**src/rtl/rsa_pkg.sv**
```systemverilog
// Shared constants, MonPro opcode encodings and sequencer state encoding
// for the RSA modular-exponentiation controller.
package rsa_pkg;

  localparam int unsigned DATA_WIDTH  = 32;
  localparam int unsigned ADDR_WIDTH  = 5;
  localparam int unsigned TOTAL_ADDR  = 2 ** ADDR_WIDTH;
  localparam int unsigned DATA_LENGTH = DATA_WIDTH * TOTAL_ADDR;
  localparam int unsigned BITS_W      = 11;
  localparam int unsigned CNT_W       = 12;

  typedef enum logic [2:0] {
    OP_NONE      = 3'd0,
    OP_TO_MONT   = 3'd1,
    OP_SQR       = 3'd2,
    OP_MUL       = 3'd3,
    OP_FROM_MONT = 3'd4,
    OP_LOAD_ONE  = 3'd5
  } mp_op_e;

  typedef enum logic [3:0] {
    ST_IDLE   = 4'd0,
    ST_LOAD   = 4'd1,
    ST_SCAN   = 4'd2,
    ST_ISSUE  = 4'd3,
    ST_WAIT   = 4'd4,
    ST_DONE   = 4'd5,
    ST_UNLOAD = 4'd6,
    ST_ERR    = 4'd7
  } state_e;

endpackage

```
**src/rtl/rsa_modexp_ctrl_if.sv**
```systemverilog
// Operand-load stream, MonPro start/done handshake and result-read stream.
// master = sequencer side, slave = datapath side.
interface rsa_modexp_ctrl_if;
  import rsa_pkg::*;

  logic                  in_valid;
  logic                  in_ready;
  logic [DATA_WIDTH-1:0] e_input;
  logic                  op_wr_en;
  logic [ADDR_WIDTH-1:0] op_wr_addr;
  logic                  mp_start;
  mp_op_e                mp_op;
  logic                  mp_done;
  logic [ADDR_WIDTH-1:0] res_rd_addr;
  logic                  res_valid;

  modport master (
    input  in_valid, e_input, mp_done,
    output in_ready, op_wr_en, op_wr_addr, mp_start, mp_op, res_rd_addr, res_valid
  );

  modport slave (
    output in_valid, e_input, mp_done,
    input  in_ready, op_wr_en, op_wr_addr, mp_start, mp_op, res_rd_addr, res_valid
  );

endinterface

```
**src/rtl/rsa_exp_shift_reg.sv**
```systemverilog
// 1024-bit exponent store: word-indexed load, 1-bit left shift toward the
// MSB, MSB tap and all-zero detect.
module rsa_exp_shift_reg
  import rsa_pkg::*;
(
  input  logic                  clk,
  input  logic                  reset,
  input  logic                  load_en,
  input  logic [ADDR_WIDTH-1:0] load_idx,
  input  logic [DATA_WIDTH-1:0] load_word,
  input  logic                  shift_en,
  output logic                  msb,
  output logic                  is_zero
);

  logic [DATA_LENGTH-1:0] exp_q;

  // Word write has priority; shifting only happens after loading is complete.
  always_ff @(posedge clk or negedge reset) begin
    if (!reset) begin
      exp_q <= '0;
    end else if (load_en) begin
      exp_q[int'(load_idx) * DATA_WIDTH +: DATA_WIDTH] <= load_word;
    end else if (shift_en) begin
      exp_q <= {exp_q[DATA_LENGTH-2:0], 1'b0};
    end
  end

  assign msb     = exp_q[DATA_LENGTH-1];
  assign is_zero = (exp_q == '0);

endmodule

```
**src/rtl/rsa_modexp_ctrl.sv**
```systemverilog
// Left-to-right square-and-multiply sequencer for the MonPro datapath.
// Optional MonPro watchdog enabled by defining RSA_MP_TIMEOUT_EN.
module rsa_modexp_ctrl
  import rsa_pkg::*;
#(
  parameter int unsigned TIMEOUT_CYCLES = 4096
) (
  input  logic                     clk,
  input  logic                     reset,
  input  logic                     startInput,
  input  logic                     getResult,
  rsa_modexp_ctrl_if.master        bus,
  output logic                     busy,
  output logic                     done,
  output logic [CNT_W-1:0]         op_count,
  output logic                     err
);

  localparam logic [BITS_W-1:0] BITS_INIT = BITS_W'(DATA_LENGTH);

  state_e                state_q, state_d;
  mp_op_e                op_q, op_d;
  logic [ADDR_WIDTH-1:0] wc_q;
  logic [BITS_W-1:0]     bits_q;
  logic [CNT_W-1:0]      cnt_q;
  logic                  done_q;
  logic                  load_en, shift_en;
  logic                  exp_msb, exp_zero;
  logic                  wd_expired;

  rsa_exp_shift_reg u_exp (
    .clk       (clk),
    .reset     (reset),
    .load_en   (load_en),
    .load_idx  (wc_q),
    .load_word (bus.e_input),
    .shift_en  (shift_en),
    .msb       (exp_msb),
    .is_zero   (exp_zero)
  );

`ifdef RSA_MP_TIMEOUT_EN
  logic [31:0] wd_q;

  // Cycles spent in WAIT for the current op; cleared whenever WAIT is left.
  always_ff @(posedge clk or negedge reset) begin
    if (!reset)                 wd_q <= '0;
    else if (state_q == ST_WAIT) wd_q <= wd_q + 32'd1;
    else                        wd_q <= '0;
  end

  assign wd_expired = (wd_q == TIMEOUT_CYCLES - 1);
  assign err        = (state_q == ST_ERR);
`else
  logic unused_timeout;
  assign unused_timeout = (TIMEOUT_CYCLES != 0);
  assign wd_expired     = 1'b0;
  assign err            = 1'b0;
`endif

  // State, current opcode and the one-cycle done pulse.
  always_ff @(posedge clk or negedge reset) begin
    if (!reset) begin
      state_q <= ST_IDLE;
      op_q    <= OP_NONE;
      done_q  <= 1'b0;
    end else begin
      state_q <= state_d;
      op_q    <= op_d;
      done_q  <= (state_q == ST_WAIT) && (state_d == ST_DONE);
    end
  end

  // Word counter (load and unload), remaining exponent bits, saturating op count.
  always_ff @(posedge clk or negedge reset) begin
    if (!reset) begin
      wc_q   <= '0;
      bits_q <= '0;
      cnt_q  <= '0;
    end else begin
      if (state_q == ST_IDLE && startInput) begin
        wc_q  <= '0;
        cnt_q <= '0;
      end else if (load_en || state_q == ST_UNLOAD) begin
        wc_q <= wc_q + 5'd1;
      end
      if (state_q == ST_LOAD)  bits_q <= BITS_INIT;
      else if (shift_en)       bits_q <= bits_q - 11'd1;
      if (state_q == ST_ISSUE && cnt_q != '1) cnt_q <= cnt_q + 12'd1;
    end
  end

  // Next state and next op; every exponent shift also consumes one bit of bits_left.
  always_comb begin
    state_d  = state_q;
    op_d     = op_q;
    load_en  = 1'b0;
    shift_en = 1'b0;
    unique case (state_q)
      ST_IDLE: if (startInput) state_d = ST_LOAD;
      ST_LOAD: begin
        if (bus.in_valid) begin
          load_en = 1'b1;
          if (wc_q == '1) state_d = ST_SCAN;
        end
      end
      ST_SCAN: begin
        if (exp_zero) begin
          op_d    = OP_LOAD_ONE;
          state_d = ST_ISSUE;
        end else begin
          shift_en = 1'b1;
          if (exp_msb) begin
            op_d    = OP_TO_MONT;
            state_d = ST_ISSUE;
          end
        end
      end
      ST_ISSUE: state_d = ST_WAIT;
      ST_WAIT: begin
        if (bus.mp_done) begin
          state_d = ST_ISSUE;
          case (op_q)
            OP_FROM_MONT: state_d = ST_DONE;
            OP_LOAD_ONE:  op_d = OP_FROM_MONT;
            OP_SQR: begin
              // The squared bit is consumed here; bits_q still holds the pre-shift count.
              shift_en = 1'b1;
              if (exp_msb)                 op_d = OP_MUL;
              else if (bits_q == 11'd1)    op_d = OP_FROM_MONT;
              else                         op_d = OP_SQR;
            end
            default: op_d = (bits_q == 11'd0) ? OP_FROM_MONT : OP_SQR;
          endcase
        end else if (wd_expired) begin
          state_d = ST_ERR;
        end
      end
      ST_DONE:   if (getResult) state_d = ST_UNLOAD;
      ST_UNLOAD: if (wc_q == '1) state_d = ST_IDLE;
      ST_ERR:    state_d = ST_ERR;
      default:   state_d = ST_IDLE;
    endcase
  end

  assign bus.in_ready    = (state_q == ST_LOAD);
  assign bus.op_wr_en    = load_en;
  assign bus.op_wr_addr  = wc_q;
  assign bus.mp_start    = (state_q == ST_ISSUE);
  assign bus.mp_op       = op_q;
  assign bus.res_valid   = (state_q == ST_UNLOAD);
  assign bus.res_rd_addr = wc_q;
  assign busy            = !(state_q inside {ST_IDLE, ST_DONE, ST_ERR});
  assign done            = done_q;
  assign op_count        = cnt_q;

endmodule

```
**src/flat_wrapper.sv**
```systemverilog
// flat-port wrapper written by rule: the top's interface ports become plain ports
module rsa_modexp_ctrl_flat import rsa_pkg::*;
#(
  parameter int unsigned TIMEOUT_CYCLES = 4096
)
  (clk, reset, startInput, getResult, busy, done, op_count, err, bus_in_valid, bus_e_input, bus_mp_done, bus_in_ready, bus_op_wr_en, bus_op_wr_addr, bus_mp_start, bus_mp_op, bus_res_rd_addr, bus_res_valid);
  rsa_modexp_ctrl_if bus_i ();
  input  logic clk;
  input  logic reset;
  input  logic startInput;
  input  logic getResult;
  output logic busy;
  output logic done;
  output logic [CNT_W-1:0] op_count;
  output logic err;
  input wire logic [$bits(bus_i.in_valid)-1:0] bus_in_valid;
  input wire logic [$bits(bus_i.e_input)-1:0] bus_e_input;
  input wire logic [$bits(bus_i.mp_done)-1:0] bus_mp_done;
  output wire logic [$bits(bus_i.in_ready)-1:0] bus_in_ready;
  output wire logic [$bits(bus_i.op_wr_en)-1:0] bus_op_wr_en;
  output wire logic [$bits(bus_i.op_wr_addr)-1:0] bus_op_wr_addr;
  output wire logic [$bits(bus_i.mp_start)-1:0] bus_mp_start;
  output wire logic [$bits(bus_i.mp_op)-1:0] bus_mp_op;
  output wire logic [$bits(bus_i.res_rd_addr)-1:0] bus_res_rd_addr;
  output wire logic [$bits(bus_i.res_valid)-1:0] bus_res_valid;
  assign bus_i.in_valid = bus_in_valid;
  assign bus_i.e_input = bus_e_input;
  assign bus_i.mp_done = bus_mp_done;
  assign bus_in_ready = bus_i.in_ready;
  assign bus_op_wr_en = bus_i.op_wr_en;
  assign bus_op_wr_addr = bus_i.op_wr_addr;
  assign bus_mp_start = bus_i.mp_start;
  assign bus_mp_op = bus_i.mp_op;
  assign bus_res_rd_addr = bus_i.res_rd_addr;
  assign bus_res_valid = bus_i.res_valid;
  rsa_modexp_ctrl #(.TIMEOUT_CYCLES(TIMEOUT_CYCLES)) u_core (.clk(clk), .reset(reset), .startInput(startInput), .getResult(getResult), .bus(bus_i), .busy(busy), .done(done), .op_count(op_count), .err(err));
endmodule
```
**config.mk**
```make
export PLATFORM = sky130hd
export DESIGN_NAME = rsa_modexp_ctrl_flat
export DESIGN_NICKNAME = d
export VERILOG_FILES = /design/src/rtl/rsa_pkg.sv /design/src/rtl/rsa_modexp_ctrl_if.sv /design/src/rtl/rsa_exp_shift_reg.sv /design/src/rtl/rsa_modexp_ctrl.sv /design/src/flat_wrapper.sv
export SDC_FILE = /design/constraint.sdc
export NUM_CORES = 2
export LEC_CHECK = 0
export CORE_MARGIN = 1.5
export CORE_UTILIZATION = 50
export DETAILED_ROUTE_END_ITERATION = 8
export PLACE_DENSITY = 0.77
export REMOVE_ABC_BUFFERS = 1
export SYNTH_ARGS = -nofsm -noshare
export SYNTH_HDL_FRONTEND = slang
export SYNTH_SLANG_ARGS = --single-unit
```
**constraint.sdc**
```tcl
create_clock -name clk -period 3 [get_ports clk]
set_clock_uncertainty 0.2 [all_clocks]
set_input_delay 0.45 -clock clk [delete_from_list [all_inputs] [get_ports clk]]
set_output_delay 0.45 -clock clk [all_outputs]
set_load 0.03 [all_outputs]
```
* After elaboration in Yosys (flattened, before gate mapping)
Cells that the tools add are included.
** Storage, ports and cells
- Flip-flop bits (word level) :: 1060
- Logic and storage cells :: 78
** Operators by class
- Add/subtract/negate cells :: 4
- Equality and inequality tests :: 17
- Shift-type cells :: 2
- Multiplexer cells :: 33
- Reductions and logical operators :: 15
** Operators by type and width (number)
- $mux W1024 :: 2
- $bwmux W1024 :: 1
- $logic_not A1024 Y1 :: 1
- $shift A32 B34 Y1024 const A :: 1
- $shiftx A32 B34 Y1024 :: 1
- $neg A10 Y34 :: 1
- $mux W4 :: 8
- $pmux W4 S8 :: 1
- $mux W12 :: 2
- $mux W11 :: 2
- $mux W3 :: 7
- $eq A4 B3 Y1 const B :: 5
- $add A12 B1 Y12 const B :: 1
- $ne A12 B12 Y1 const B :: 1
- $eq A11 B1 Y1 const B :: 1
- $logic_not A11 Y1 :: 1
- $sub A11 B1 Y11 const B :: 1
- $mux W5 :: 2
- $reduce_bool A2 Y1 :: 5
- $pmux W3 S3 :: 1
- $eq A4 B2 Y1 const B :: 2
- $eq A3 B3 Y1 const B :: 2
- $pmux W3 S2 :: 1
- $add A5 B1 Y5 const B :: 1
- 13 further kinds :: 20

* Depth between registers and ports, before layout
- Depth in word-level cells :: 6
- Gate-level depth with buffers :: 13
- Gate-level depth less buffers :: 11

* Hierarchy
From an unflattened synthesis, not the netlist that was laid out.
** Unflattened totals
- Cell total of the unflattened synthesis :: 5976
- Area total of the unflattened synthesis :: 52424.0 µm²
** Modules (own cells, without submodules)
- rsa_exp_shift_reg :: instances 1, cells each 5750, area an instance 50307.0 µm²
- rsa_modexp_ctrl :: instances 1, cells each 226, area an instance 2117.0 µm²

* Worst setup path after synthesis
Ideal clock, no wire load.
- Path kind :: reg2reg
- From :: reg u_core.wc_q[0] (netlist: u_core.bus.op_wr_addr[0])
- To :: reg u_core.u_exp.exp_q[164]
- Setup time :: 0.077 ns
- Data arrival time :: 2.906 ns
- Required time :: 2.723 ns
- Setup slack :: -0.183 ns
- Cell stages (with the launch flop) :: 11
- Buffers on the path :: 1
- Path through :: dfrtp_1 > inv_1 > ha_1 > nor3b_1 > ha_1 > nor3_1 > nand2_1 > o221ai_1 > clkbuf_1 > nor2_1 > a21oi_1
** On the way
- Cells in the longest elaborated chain, start to end :: 4
- Elaborated cells on any way between the ends :: 5
** RTL lines
- from (decl) :: line rsa_modexp_ctrl.sv:23 : logic [ADDR_WIDTH-1:0] wc_q;
- from (signal assigned) :: line rsa_modexp_ctrl.sv:85 : wc_q <= wc_q + 5'd1;
- $neg A10 Y34 (*) :: line rsa_exp_shift_reg.sv:23 : exp_q[int'(load_idx) * DATA_WIDTH +: DATA_WIDTH] <= load_word;
- $shiftx A32 B34 Y1024 or $shift A32 B34 Y1024 (tied branches) :: line rsa_exp_shift_reg.sv:23
- $bwmux W1024 (*) :: line rsa_exp_shift_reg.sv:23
- $mux W1024 (*) :: line rsa_exp_shift_reg.sv:22 : end else if (load_en) begin
- to (signal, indexed assignment) :: line rsa_exp_shift_reg.sv:23
- to (signal assigned) :: line rsa_exp_shift_reg.sv:25 : exp_q <= {exp_q[DATA_LENGTH-2:0], 1'b0};
- to (decl) :: line rsa_exp_shift_reg.sv:16 : logic [DATA_LENGTH-1:0] exp_q;
Mark *: on every way between the ends. The rest lies on a longest branch, timed or not.
A chain may end at the register's enable or synchronous reset.

* Worst setup path in the final report
- From :: reg u_core.u_exp.exp_q[272]
- To :: reg u_core.u_exp.exp_q[7]
** On the way
- Cells in the longest elaborated chain, start to end :: 4
** RTL lines
- $logic_not A1024 Y1 :: line rsa_exp_shift_reg.sv:30 : assign is_zero = (exp_q == '0);
- $mux W1 :: line rsa_modexp_ctrl.sv:108 : if (exp_zero) begin
- $pmux W1 S2 :: line rsa_modexp_ctrl.sv:99 : unique case (state_q)
- $reduce_bool A2 Y1 (no line)
Every way passes these cells.

==> metrics.md <==
| Metric | Value |
|---|---|
| IO Count | `70` |
| R2R Path Start | `u_core.u_exp.exp_q[272]$_DFFE_PN0P_` |
| Maximum clock insertion buffer count | `3` |
| VDD IR max | `0.7307 mV` |
| Clk root buf | `clkbuf_16` |
| Xor/xnor share of the synthesized area | `0.0008387` |
| Pwr per Cell Area | `1024 mW/mm^2` |
| Initial core utilization | `0.5045` |
| Site Rows | `118` |
| Largest net degree at the start of global routing | `165` |
| Worst Path Arrival | `4060 ps` |
| Synth top area cells | `dfrtp_1 (51%), a2bb2oi_1 (12%), nand2_1 (8.0%)` |
| #FFs+latches synth | `1060` |
| Fin crit share | `1.215` |
| Setup violations, final | `1044` |
| Power, Total | `72.12 mW` |
| Placed Instances | `8158` |
| Worst endpoint required time | `3410 ps` |
| Max_cap viols | `0` |
| Setup ws final | `-643.7 ps` |
| Mapped Area | `0.05221 mm^2` |
| Multiplexer share of the synthesized area | `0.002564` |
| Final core utilization | `0.6802` |
| Most numerous cell in the Yosys netlist | `nand2_1` |
| Main synth FF type | `dfrtp_1` |
| Area leader, netlist | `dfrtp_1` |
| Startpoint type of the worst setup path | `register` |
| Synth top area share | `0.5080` |
| Minimum clock period | `3644 ps` |
| Num CTS Buffers | `113` |
| Share of layout cells above drive strength 1 | `0.2561` |
| Worst skew pair latency | `730 ps` |
| CTS H-tree lvls | `3` |
| Max Slew Vio Count | `0` |
| Count of cell types in the netlist | `50` |
| Cells after Synth | `5759` |
| Setup_tns | `-539220 ps` |
| Sequential element share of the synthesized area | `0.5080` |
| Core footprint | `0.1035 mm^2` |
| Detailed-route via count | `54550` |
| CTS tree | `built` |
| Clock sinks | `1060` |
| Detailed Route WL | `203100 um` |
| Yosys warns | `0` |
| Initial antenna violation count | `14` |
| Die Span Y | `326.2 um` |
| Via-per-instance ratio | `6.461` |
| Post-synth ARST share | `1.000` |
| CP startpoint | `u_core.u_exp.exp_q[272]$_DFFE_PN0P_` |
| DR DRC count | `0` |
| Number of enable flip-flop cells after synthesis | `0` |
| Worst-Margin Slew | `1105 ps` |
| Post-synthesis simple-gate area fraction | `0.1852` |
| Post-synthesis compound-gate area fraction | `0.2575` |
| Worst setup EP type | `register` |
| Largest family of logic cells by synthesized area | `compound AO/OA/AOI/OAI gates` |
| GPL Wtd Cong | `1.026` |
| DRT Pass-1 Iters | `7` |
| Mean Syn Cell Area | `9.066 um^2` |
| Die ar. | `0.1064 mm^2` |
| Final non-filler cell total | `8443` |
| Post-route ant nets | `0` |
| Headroom to the max-slew limit | `0.2574` |
| Failing checks | `setup timing` |
| Vias in the first global route | `52100` |
| GRT Overall Usage | `0.3647` |
| GRT Residual Overflow | `0` |
| Nets | `6994` |
| LEAKAGE | `33.74 nW` |
| CTS clk-pin slew, worst paths | `60 ps` |
| Drt wl/cell | `24.05 um` |
| Commonest cells in the netlist | `nand2_1 (1110), dfrtp_1 (1060), a2bb2oi_1 (739), o21ai_0 (727), nor2_1 (372)` |
| Final HPWL DP | `135700 um` |
| Critical path peak fanout | `8` |
| RSZ-0062 raised after global routing | `yes` |
| Setup CP Type | `register to register` |
| Area Overhead vs Synth | `34.84%` |
| Top achievable clock speed | `0.2744 GHz` |
| Adder-cell area share of the yosys netlist | `0.001677` |
| Hold Crit Class | `input port to asynchronous set/reset pin` |
| Detailed router's first-iteration violation count | `7928` |
| I/O Buffers | `68` |
| Die X | `326.2 um` |
| First-pass GRT wire length | `304400 um` |
| Run status | `finished with violations` |
| Hold Vio Cnt, Final | `0` |
layout make-up:
class	instances	area [um^2]
Fill cell	7537	33090
Sequential cell	1060	26530
Multi-Input combinational cell	4162	24220
Timing Repair Buffer	1572	13990
Clock buffer	171	3297
Tap cell	1380	1727
Clock inverter	35	432.9
Inverter	40	150.1
Antenna cell	23	57.56
metal layers:
metal	wire length, um	up-vias	share of wire	GRT usage
met2	89720	3691	0.44	0.5499
met5	138	-	0.00068	0
li1	-	23510	-	-
met3	24100	911	0.12	0.1060
met4	14980	8	0.074	0.2230
met1	74110	26430	0.36	0.4636
kinds of logic (layout without fill, tap and decap cells):
logic type | after synthesis | in the layout
AOI/OAI and AO/OA | 1974 | 1974
other | 1 | 25
buffers and inverters | 538 | 1818
DFF | 1060 | 1060
xor gates and xnor gates | 5 | 5
muxes | 13 | 13
adders and majority gates | 7 | 7
and+or+nand+nor | 2161 | 2161
critical path, cell delays in order (launching register included):
cell       delay [ps]
dfrtp_1           390
nor4_1            420
nand4_1           330
nor4_1            390
buf_4             210
nand4_1           150
nor4_4            330
o21a_4            220
buf_6             160
buf_16            180
buf_12            130
buf_16            120
o21ai_0            80
a2bb2oi_1         240
registers in the layout, indices dropped and copies added (netlist names):
| signal | flops |
|---|---|
| u_core.u_exp.exp_q | 1024 |
| u_core.bus.mp_op | 3 |
| u_core.bus.op_wr_addr | 5 |
| u_core.bits_q | 11 |
| u_core.state_q | 4 |
| u_core.op_count | 12 |
| u_core.done | 1 |
placed cells by master, fill, tap and decap left out, types with 111 or more instances in the layout:
master,count
buf_4,1350
nand2_1,1100
dfrtp_1,1060
a2bb2oi_1,724
o21ai_0,704
nor2_1,364
a22oi_1,281
nor4_1,228
a21oi_1,170
clkbuf_16,124
nor3_1,120
and3_1,111
final timing paths:
path,end,slack (ps),cells after the start
min in group clk,u_core.done$_DFF_PN0_,280,4
max,u_core.u_exp.exp_q[7]$_DFFE_PN0P_,-640,13
max in group asynchronous,u_core.u_exp.exp_q[822]$_DFFE_PN0P_,1570,4
max reg2reg,u_core.u_exp.exp_q[7]$_DFFE_PN0P_,-640,13
min,u_core.u_exp.exp_q[1008]$_DFFE_PN0P_,10,2
min reg2reg,u_core.op_count[11]$_DFFE_PN0P_,320,1
power by group:
group | total (mW) | internal [mW] | switching (mW)
sequential | 26.7 | 21.5 | 5.20
combinational | 31.1 | 16.7 | 14.3
clock | 14.4 | 8.25 | 6.12
metrics by stage:
step           hold slack, ps  cell area, um^2  setup WS [ps]
2_1_floorplan          -45.59            50060         -19180
6_report                13.99            70400         -643.7
3_5_place_dp            165.7            64630         -930.1
4_1_cts                 4.858            69460         -458.8
5_1_grt                 50.68            70350         -726.5
3_3_place_gp            162.7            64630         -844.2
what timing repair did:
item                                    in CTS  in global routing
hold endpoints to repair                   311                  0
pin swaps                                   16                 22
setup buffers                               10                 13
endpoints found under the setup margin    1043               1046
hold buffers                                 1                  0
cloned                                      18                 14
gates resized for setup                     92                106
Note: power is estimated with default switching activity, not from simulation.
